===== src/rtl/mem_preloader_if.sv =====
// Byte-stream handshake used to feed the memory preloader.
// Source side drives valid/data, loader answers with ready.
interface mem_preloader_if #(
  parameter int DATA_WIDTH = 8
);
  logic                  s_valid;
  logic [DATA_WIDTH-1:0] s_data;
  logic                  s_ready;

  modport master (
    output s_valid,
    output s_data,
    input  s_ready
  );

  modport slave (
    input  s_valid,
    input  s_data,
    output s_ready
  );
endinterface


===== src/rtl/mem_preloader.sv =====
// Fills a memory window from a byte stream with the core held in reset,
// optionally reads it back against a checksum, then hands the port over.
module mem_preloader #(
  parameter int                    ADDR_WIDTH = 16,
  parameter int                    DATA_WIDTH = 8,
  parameter logic [ADDR_WIDTH-1:0] BASE_ADDR  = '0,
  parameter int                    LENGTH     = 256,
  parameter int                    VERIFY     = 1,
  parameter int                    RD_LATENCY = 1,
  parameter int                    CSUM_WIDTH = 16
) (
  input  logic                  clk,
  input  logic                  reset,
  input  logic                  start,
  mem_preloader_if.slave        s,
  input  logic [ADDR_WIDTH-1:0] core_addr,
  input  logic [DATA_WIDTH-1:0] core_din,
  input  logic                  core_we,
  output logic [ADDR_WIDTH-1:0] mem_addr,
  output logic [DATA_WIDTH-1:0] mem_din,
  output logic                  mem_we,
  input  logic [DATA_WIDTH-1:0] mem_dout,
  output logic                  core_reset_n,
  output logic                  busy,
  output logic                  done,
  output logic                  error,
  output logic [ADDR_WIDTH:0]   count
);

  localparam int CW = ADDR_WIDTH + 1;
  localparam int VW = ADDR_WIDTH + 2;
  localparam logic [CW-1:0] LAST   = CW'(LENGTH - 1);
  localparam logic [VW-1:0] LEN_V  = VW'(LENGTH);
  localparam logic [VW-1:0] V_LAST = VW'(LENGTH + RD_LATENCY - 1);

  typedef enum logic [2:0] {
    S_IDLE,
    S_LOAD,
    S_VERI,
    S_RUN,
    S_FAIL
  } state_t;

  state_t                  state;
  state_t                  state_nx;
  logic [CW-1:0]           cnt;
  logic [VW-1:0]           vcnt;
  logic [RD_LATENCY-1:0]   vld;
  logic [CSUM_WIDTH-1:0]   csum_load;
  logic [CSUM_WIDTH-1:0]   csum_read;
  logic [CSUM_WIDTH-1:0]   csum_rd_nx;
  logic                    acc;
  logic                    issue;
  logic                    tag;
  logic                    clr;

  assign acc   = (state == S_LOAD) && s.s_valid;
  assign issue = (state == S_VERI) && (vcnt < LEN_V);
  assign tag   = vld[RD_LATENCY-1];
  assign clr   = start && ((state == S_IDLE) ||
                           (state == S_RUN)  ||
                           (state == S_FAIL));

  // Folds in the word returning this cycle so the final compare sees it.
  assign csum_rd_nx = csum_read +
                      (tag ? CSUM_WIDTH'(mem_dout) : '0);

  assign count = cnt;

  always_ff @(posedge clk or posedge reset) begin
    if (reset) state <= S_IDLE;
    else       state <= state_nx;
  end

  always_comb begin
    state_nx = state;
    unique case (state)
      S_IDLE: if (start) state_nx = S_LOAD;
      S_LOAD: begin
        if (acc && (cnt == LAST))
          state_nx = (VERIFY != 0) ? S_VERI : S_RUN;
      end
      S_VERI: begin
        if (vcnt == V_LAST)
          state_nx = (csum_rd_nx == csum_load) ? S_RUN : S_FAIL;
      end
      S_RUN:  if (start) state_nx = S_LOAD;
      S_FAIL: if (start) state_nx = S_LOAD;
      default: state_nx = S_IDLE;
    endcase
  end

  always_comb begin
    s.s_ready    = 1'b0;
    mem_addr     = '0;
    mem_din      = '0;
    mem_we       = 1'b0;
    core_reset_n = 1'b0;
    busy         = 1'b0;
    done         = 1'b0;
    error        = 1'b0;
    unique case (state)
      S_LOAD: begin
        s.s_ready = 1'b1;
        busy      = 1'b1;
        mem_addr  = BASE_ADDR + cnt[ADDR_WIDTH-1:0];
        mem_din   = s.s_data;
        mem_we    = s.s_valid;
      end
      S_VERI: begin
        busy     = 1'b1;
        mem_addr = BASE_ADDR + vcnt[ADDR_WIDTH-1:0];
      end
      S_RUN: begin
        core_reset_n = 1'b1;
        done         = 1'b1;
        mem_addr     = core_addr;
        mem_din      = core_din;
        mem_we       = core_we;
      end
      S_FAIL: error = 1'b1;
      default: ;
    endcase
  end

  always_ff @(posedge clk or posedge reset) begin
    if (reset) begin
      cnt       <= '0;
      vcnt      <= '0;
      vld       <= '0;
      csum_load <= '0;
      csum_read <= '0;
    end else if (clr) begin
      cnt       <= '0;
      vcnt      <= '0;
      vld       <= '0;
      csum_load <= '0;
      csum_read <= '0;
    end else begin
      if (acc) begin
        cnt       <= cnt + 1'b1;
        csum_load <= csum_load + CSUM_WIDTH'(s.s_data);
      end
      if (state == S_VERI) begin
        vcnt      <= vcnt + 1'b1;
        vld       <= (vld << 1) | RD_LATENCY'(issue);
        csum_read <= csum_rd_nx;
      end
    end
  end

endmodule


===== src/flat_wrapper.sv =====
// flat-port wrapper written by rule: the top's interface ports become plain ports
module mem_preloader_flat 
#(
  parameter int                    ADDR_WIDTH = 16,
  parameter int                    DATA_WIDTH = 8,
  parameter logic [ADDR_WIDTH-1:0] BASE_ADDR  = '0,
  parameter int                    LENGTH     = 256,
  parameter int                    VERIFY     = 1,
  parameter int                    RD_LATENCY = 1,
  parameter int                    CSUM_WIDTH = 16
)
  (clk, reset, start, core_addr, core_din, core_we, mem_addr, mem_din, mem_we, mem_dout, core_reset_n, busy, done, error, count, s_s_valid, s_s_data, s_s_ready);
  mem_preloader_if #(.DATA_WIDTH(DATA_WIDTH)) s_i ();
  input  logic clk;
  input  logic reset;
  input  logic start;
  input  logic [ADDR_WIDTH-1:0] core_addr;
  input  logic [DATA_WIDTH-1:0] core_din;
  input  logic core_we;
  output logic [ADDR_WIDTH-1:0] mem_addr;
  output logic [DATA_WIDTH-1:0] mem_din;
  output logic mem_we;
  input  logic [DATA_WIDTH-1:0] mem_dout;
  output logic core_reset_n;
  output logic busy;
  output logic done;
  output logic error;
  output logic [ADDR_WIDTH:0] count;
  input wire logic [$bits(s_i.s_valid)-1:0] s_s_valid;
  input wire logic [$bits(s_i.s_data)-1:0] s_s_data;
  output wire logic [$bits(s_i.s_ready)-1:0] s_s_ready;
  assign s_i.s_valid = s_s_valid;
  assign s_i.s_data = s_s_data;
  assign s_s_ready = s_i.s_ready;
  mem_preloader #(.ADDR_WIDTH(ADDR_WIDTH), .DATA_WIDTH(DATA_WIDTH), .BASE_ADDR(BASE_ADDR), .LENGTH(LENGTH), .VERIFY(VERIFY), .RD_LATENCY(RD_LATENCY), .CSUM_WIDTH(CSUM_WIDTH)) u_core (.clk(clk), .reset(reset), .start(start), .s(s_i), .core_addr(core_addr), .core_din(core_din), .core_we(core_we), .mem_addr(mem_addr), .mem_din(mem_din), .mem_we(mem_we), .mem_dout(mem_dout), .core_reset_n(core_reset_n), .busy(busy), .done(done), .error(error), .count(count));
endmodule

===== config.mk =====
export PLATFORM = sky130hd
export DESIGN_NAME = mem_preloader_flat
export DESIGN_NICKNAME = d
export VERILOG_FILES = /design/src/rtl/mem_preloader_if.sv /design/src/rtl/mem_preloader.sv /design/src/flat_wrapper.sv
export SDC_FILE = /design/constraint.sdc
export NUM_CORES = 1
export LEC_CHECK = 0
export CORE_ASPECT_RATIO = 0.9
export CORE_MARGIN = 4
export CORE_UTILIZATION = 42
export DETAILED_ROUTE_END_ITERATION = 16
export PLACE_DENSITY = 0.66
export SYNTH_ARGS = -nofsm -noshare
export SYNTH_HDL_FRONTEND = slang
export SYNTH_SLANG_ARGS = --single-unit

===== constraint.sdc =====
create_clock -name clk -period 5.8 [get_ports clk]
set_clock_uncertainty 0.15 [all_clocks]
set_input_delay 1.74 -clock clk [delete_from_list [all_inputs] [get_ports clk]]
set_output_delay 1.74 -clock clk [all_outputs]
set_load 0.02 [all_outputs]

======== Word-level counts from Yosys, hierarchy flattened ========
Cells that the tools add are included.
word-level totals
  register bits after elaboration ......... 71
  bits of input ports ..................... 45
  output and inout port bits .............. 47
  logic and storage cells ................. 56
cells by class
  $add $sub $neg .......................... 4
  order comparisons ....................... 1
  equality and inequality tests ........... 10
  multiplexer cells ....................... 23
  reduce and logical (&&, ||, !) cells .... 12
operators with widths
  kind                                                 number
  two-way mux 16 bit                                   4
  case mux 16 bit (3 select lines)                     1
  two-way mux 18 bit                                   2
  two-way mux 17 bit                                   2
  adder 18 x 1 -> 18 bit, second input constant        1
  == test 18 x 9 -> 1 bit, second input constant       1
  < comparator 18 x 9 -> 1 bit, second input constant  1
  adder 17 x 1 -> 17 bit, second input constant        1
  == test 17 x 8 -> 1 bit, second input constant       1
  adder 16 bit                                         1
  adder 16 x 8 -> 16 bit                               1
  == test 16 bit                                       1
  case mux 8 bit (2 select lines)                      1
  two-way mux 3 bit                                    4
  case mux 3 bit (3 select lines)                      1
  two-way mux 8 bit                                    1
  == test 3 x 2 -> 1 bit, second input constant        2
  two-way mux 1 bit                                    6
  logical AND 1 bit                                    4
  != test 2 bit, second input constant                 2
  nonzero test 2 bit                                   2
  == test 3 x 1 -> 1 bit, second input constant        1
  == test 3 bit, second input constant                 1
  zero test 3 bit                                      1
  6 further kinds                                      7

======== Depth between registers and ports, before layout ========
  word-level depth ........................ 6
  mapped depth ............................ 12
  mapped depth without buffers ............ 12

======== Worst setup path after synthesis ========
OpenSTA, ideal clock, no wires.
  path kind ............................... input to register
  start point ............................. input port mem_dout[4]
  end point ............................... register u_core.state[2]
  setup time .............................. 0.120 ns
  arrival ................................. 4.168 ns
  data required time ...................... 5.530 ns
  slack ................................... 1.362 ns
  stages .................................. 10
  buffers on the path ..................... 0
  cells stage by stage .................... and2_1 -> ha_1 -> and2_4 -> a221oi_2 -> and2_4 -> xnor3_1 -> or4b_1 -> nor4_2 -> nand4_1 -> a31o_1
on the way
  longest elaborated chain between the ends .. 6
ends and longest elaborated chain
  item                             line                 text
  start: declaration               flat_wrapper.sv:23   input logic [DATA_WIDTH-1:0] mem_dout;
  two-way mux 8 bit                mem_preloader.sv:66  (tag ? CSUM_WIDTH'(mem_dout) : '0);
  adder 16 bit                     mem_preloader.sv:65  assign csum_rd_nx = csum_read +
  == test 16 bit                   mem_preloader.sv:85  state_nx = (csum_rd_nx == csum_load) ? S_RUN : S_FAIL;
  two-way mux 3 bit                mem_preloader.sv:85
  two-way mux 3 bit                mem_preloader.sv:84  if (vcnt == V_LAST)
  case mux 3 bit (3 select lines)  mem_preloader.sv:77  unique case (state)
  end signal: assignment           mem_preloader.sv:72  else state <= state_nx;
  end: declaration                 mem_preloader.sv:44  state_t state;
No other way between the ends. The select of a mux whose other input is x is not followed.
A chain may end at the register's enable or synchronous reset.

======== Worst setup path after layout ========
  start point ............................. input port core_addr[2]
  end point ............................... output port mem_addr[2]
on the way
  longest elaborated chain between the ends .. 1
ends and longest elaborated chain
  item                              line                  text
  start: declaration                flat_wrapper.sv:17    input logic [ADDR_WIDTH-1:0] core_addr;
  case mux 16 bit (3 select lines)  mem_preloader.sv:102  unique case (state)
  end: declaration                  flat_wrapper.sv:20    output logic [ADDR_WIDTH-1:0] mem_addr;
No other way between the ends.

==> impl_results.md <==
- Status: completed
- Wirelength, routed: 13.5 mm
- Crit. End Element: output port
- Area Growth Syn to Fin: 27.1%
- ANT nets after route: 0
- Die H: 111 µm
- Synth Instances: 589
- Startpoint Class: input port
- Grt total ovfl: 0
- Post-CTS Hold Buffers: 0
- Sink Count: 71
- CTS tree: done
- Cell area after synthesis: 4990 µm²
- Clock power frac: 33.3%
- Rows: 37
- Syn_nets: 655
- Relative slew slack: 34.8%
- Worst slew pin tran: 0.978 ns
- Routability cong.: 0.835
- Wirelength per Cell: 16.3 µm
- Worst VDD drop: 0.176 mV
- DIE AREA: 13700 µm²
- Remaining DRCs: 0
- H-tree Lvls: 3
- Iteration-0 DRC Markers: 255
- Switch share: 32.7%
- Cell variety after synth: 61
- Combinational share of power: 30.1%
- Dpl cell area: 6010 µm²
- Register area share after synthesis: 35.6%
- Leak: 2.70 nW
- Initial antenna violation count: 0
- Hold WC Path Type: reg2reg
- Final count of hold timing violations: 0
- Max-slew violation count: 0
- ANT cells: 0
- CORE AREA: 11500 µm²
- Syn. warnings: 0
- Resize count post-CTS: 0
- Number of global-route vias before repair: 4487
- Die width: 123 µm
- Largest net degree at the start of global routing: 40
- Vias: 4591
- Crit path DAT: 3.22 ns
- Pint: 1.24 mW
- Share of cells above drive strength 1: 7.29%
- CTS Buffer Depth: 2
- FMAX: 0.196 GHz
- Inserted Clock Buffers: 9
- Fin nets: 733
- Setup-failing EPs final: 0
- Final core occ: 55.0%
- Dpl hpwl: 10.1 mm
- First-pass GRT wire length: 22.5 mm
- Net switching power: 0.603 mW
- Port Buffers: 91
- Maxcap violations: 0
- Pwr Total: 1.85 mW
- Seq cells post-synth: 71
- Setup_tns: 0 ns
- Required @ worst endpoint: 3.91 ns
- I/O pins: 92
- Seq pwr share: 36.5%
- Postcts setup bufs: 0
- Via density: 5.54
- Post-synth ARST share: 100%
- RSZ-0062 raised after global routing: false
- Clock tree root buffer cell: clkbuf_16
- GR Util All Layers: 20.2%
- Pwr/cell area: 291 nW/µm²
- Clk slew on worst S/H paths: 0.05 ns
- Period minus WS final: 5.11 ns
- Drt first pass iters: 5
- Critical Path Fanout Max: 1
- Crit Path Class: in2out
- Crit share post-route: 88.2%
- Initial Utilization: 43.3%
- Clock insertion delay at the later pin of the skew report: 0.33 ns
- Primary FF master, synth: dfrtp_1
- Post-route cell area: 6340 µm²
- EDFF count, synth: 0
- Mean Syn Cell Area: 8.47 µm²
==> critical path, stage by stage <==
cell and delay [ns]:
clkdlybuf4s50_1 0.39, mux2_2 0.26, a22oi_1 0.15, nor2_1 0.07, clkdlybuf4s50_1 0.61
==> layout make-up <==
type,instances,area (µm²)
Multi-Input combinational cell,468,3000
Fill cell,1075,5190
Timing Repair Buffer,98,963
Tap cell,156,195
Clock inverter,4,76.3
Inverter,19,71.3
Clock buffer,12,256
Sequential cell,71,1780
==> metal layers <==
metal	vias up	track usage [%]	part of all wire (%)
met2	111	31.4	47
met4	0	5.22	1.0
met3	15	2.95	3.8
met5	-	0	0
met1	2233	29.6	49
li1	2232	-	-
==> state kept, by name, summed over array words and instances (netlist names) <==
name and flops:
u_core.csum_read 16, u_core.count 17, u_core.vcnt 18, u_core.state 3, u_core.tag 1, u_core.csum_load 16
==> power by group through the flow <==
stage	combinational, mW	clock, mW	sequential, mW
2_1_floorplan	0.371	0	0.656
3_3_place_gp	0.541	0	0.677
3_5_place_dp	0.557	0	0.680
4_1_cts	0.561	0.620	0.672
5_1_grt	0.628	0.648	0.684
6_report	0.557	0.616	0.674
==> path summary, 6_finish.rpt <==
path	startpoint	to	slack, ns	depth (start not counted)
worst max-delay path	core_addr[2]	mem_addr[2]	0.69	5
worst min-delay path	u_core.csum_read[15]$_DFFE_PP0P_	u_core.csum_read[15]$_DFFE_PP0P_	0.36	1
worst max register to register	u_core.tag$_DFFE_PP0P_	u_core.state[2]$_DFFE_PP0P_	2.25	12
worst min register to register	u_core.csum_read[15]$_DFFE_PP0P_	u_core.csum_read[15]$_DFFE_PP0P_	0.36	1
max in group asynchronous	reset	u_core.state[1]$_DFFE_PP0P_	2.80	3
min in group asynchronous	reset	u_core.vcnt[4]$_DFFE_PP0P_	1.71	2
==> synthesized netlist by cell type, types with 5 or more instances <==
| library cell | number | share of area [%] |
|---|---|---|
| and2_1 | 11 | 1.4 |
| nor2b_1 | 8 | 1.0 |
| xnor2_1 | 25 | 4.4 |
| or3_1 | 6 | 0.75 |
| a21oi_1 | 20 | 2.0 |
| inv_1 | 19 | 1.4 |
| and3_1 | 11 | 1.4 |
| nor3_1 | 11 | 1.1 |
| o21ai_0 | 39 | 3.9 |
| nand4_1 | 12 | 1.5 |
| ha_1 | 19 | 4.8 |
| o211ai_1 | 5 | 0.75 |
| nand2_1 | 55 | 4.1 |
| a22o_1 | 8 | 1.4 |
| nor2_1 | 80 | 6.0 |
| clkbuf_1 | 24 | 1.8 |
| a22oi_1 | 17 | 2.6 |
| xor2_1 | 37 | 6.5 |
| mux2_2 | 15 | 3.4 |
| dfrtp_1 | 71 | 36 |
| nand3_1 | 30 | 3.0 |
==> cells by family after synthesis <==
kind of cell | Yosys count | share of synthesized area [%]
and+or+nand+nor | 247 | 23.8
muxes | 16 | 3.59
adders and majority gates | 21 | 5.57
DFF | 71 | 35.6
xor gates and xnor gates | 63 | 11.3
buffers and inverters | 50 | 4.29
AOI/OAI and AO/OA | 121 | 15.8
==> through the flow <==
stage	setup slack, ns	hold WS [ns]	cells
after floorplan	1.36	0.320	589
final	0.686	0.359	828
after CTS	0.667	0.357	828
after global routing	0.593	0.391	828
after detailed placement	0.625	0.345	812
after global placement	0.662	0.342	812
==> cells in the final DEF, fill, tap and decap left out, drive strengths merged, types with 19 or more instances in the layout <==
cell,count
nand3,30
inv,20
ha,19
nand2,55
dfrtp,71
xnor2,25
nor2,80
xor2,37
clkdlybuf4s50,91
o21ai,40
a21oi,20
Note: power is estimated with default switching activity, not from simulation.
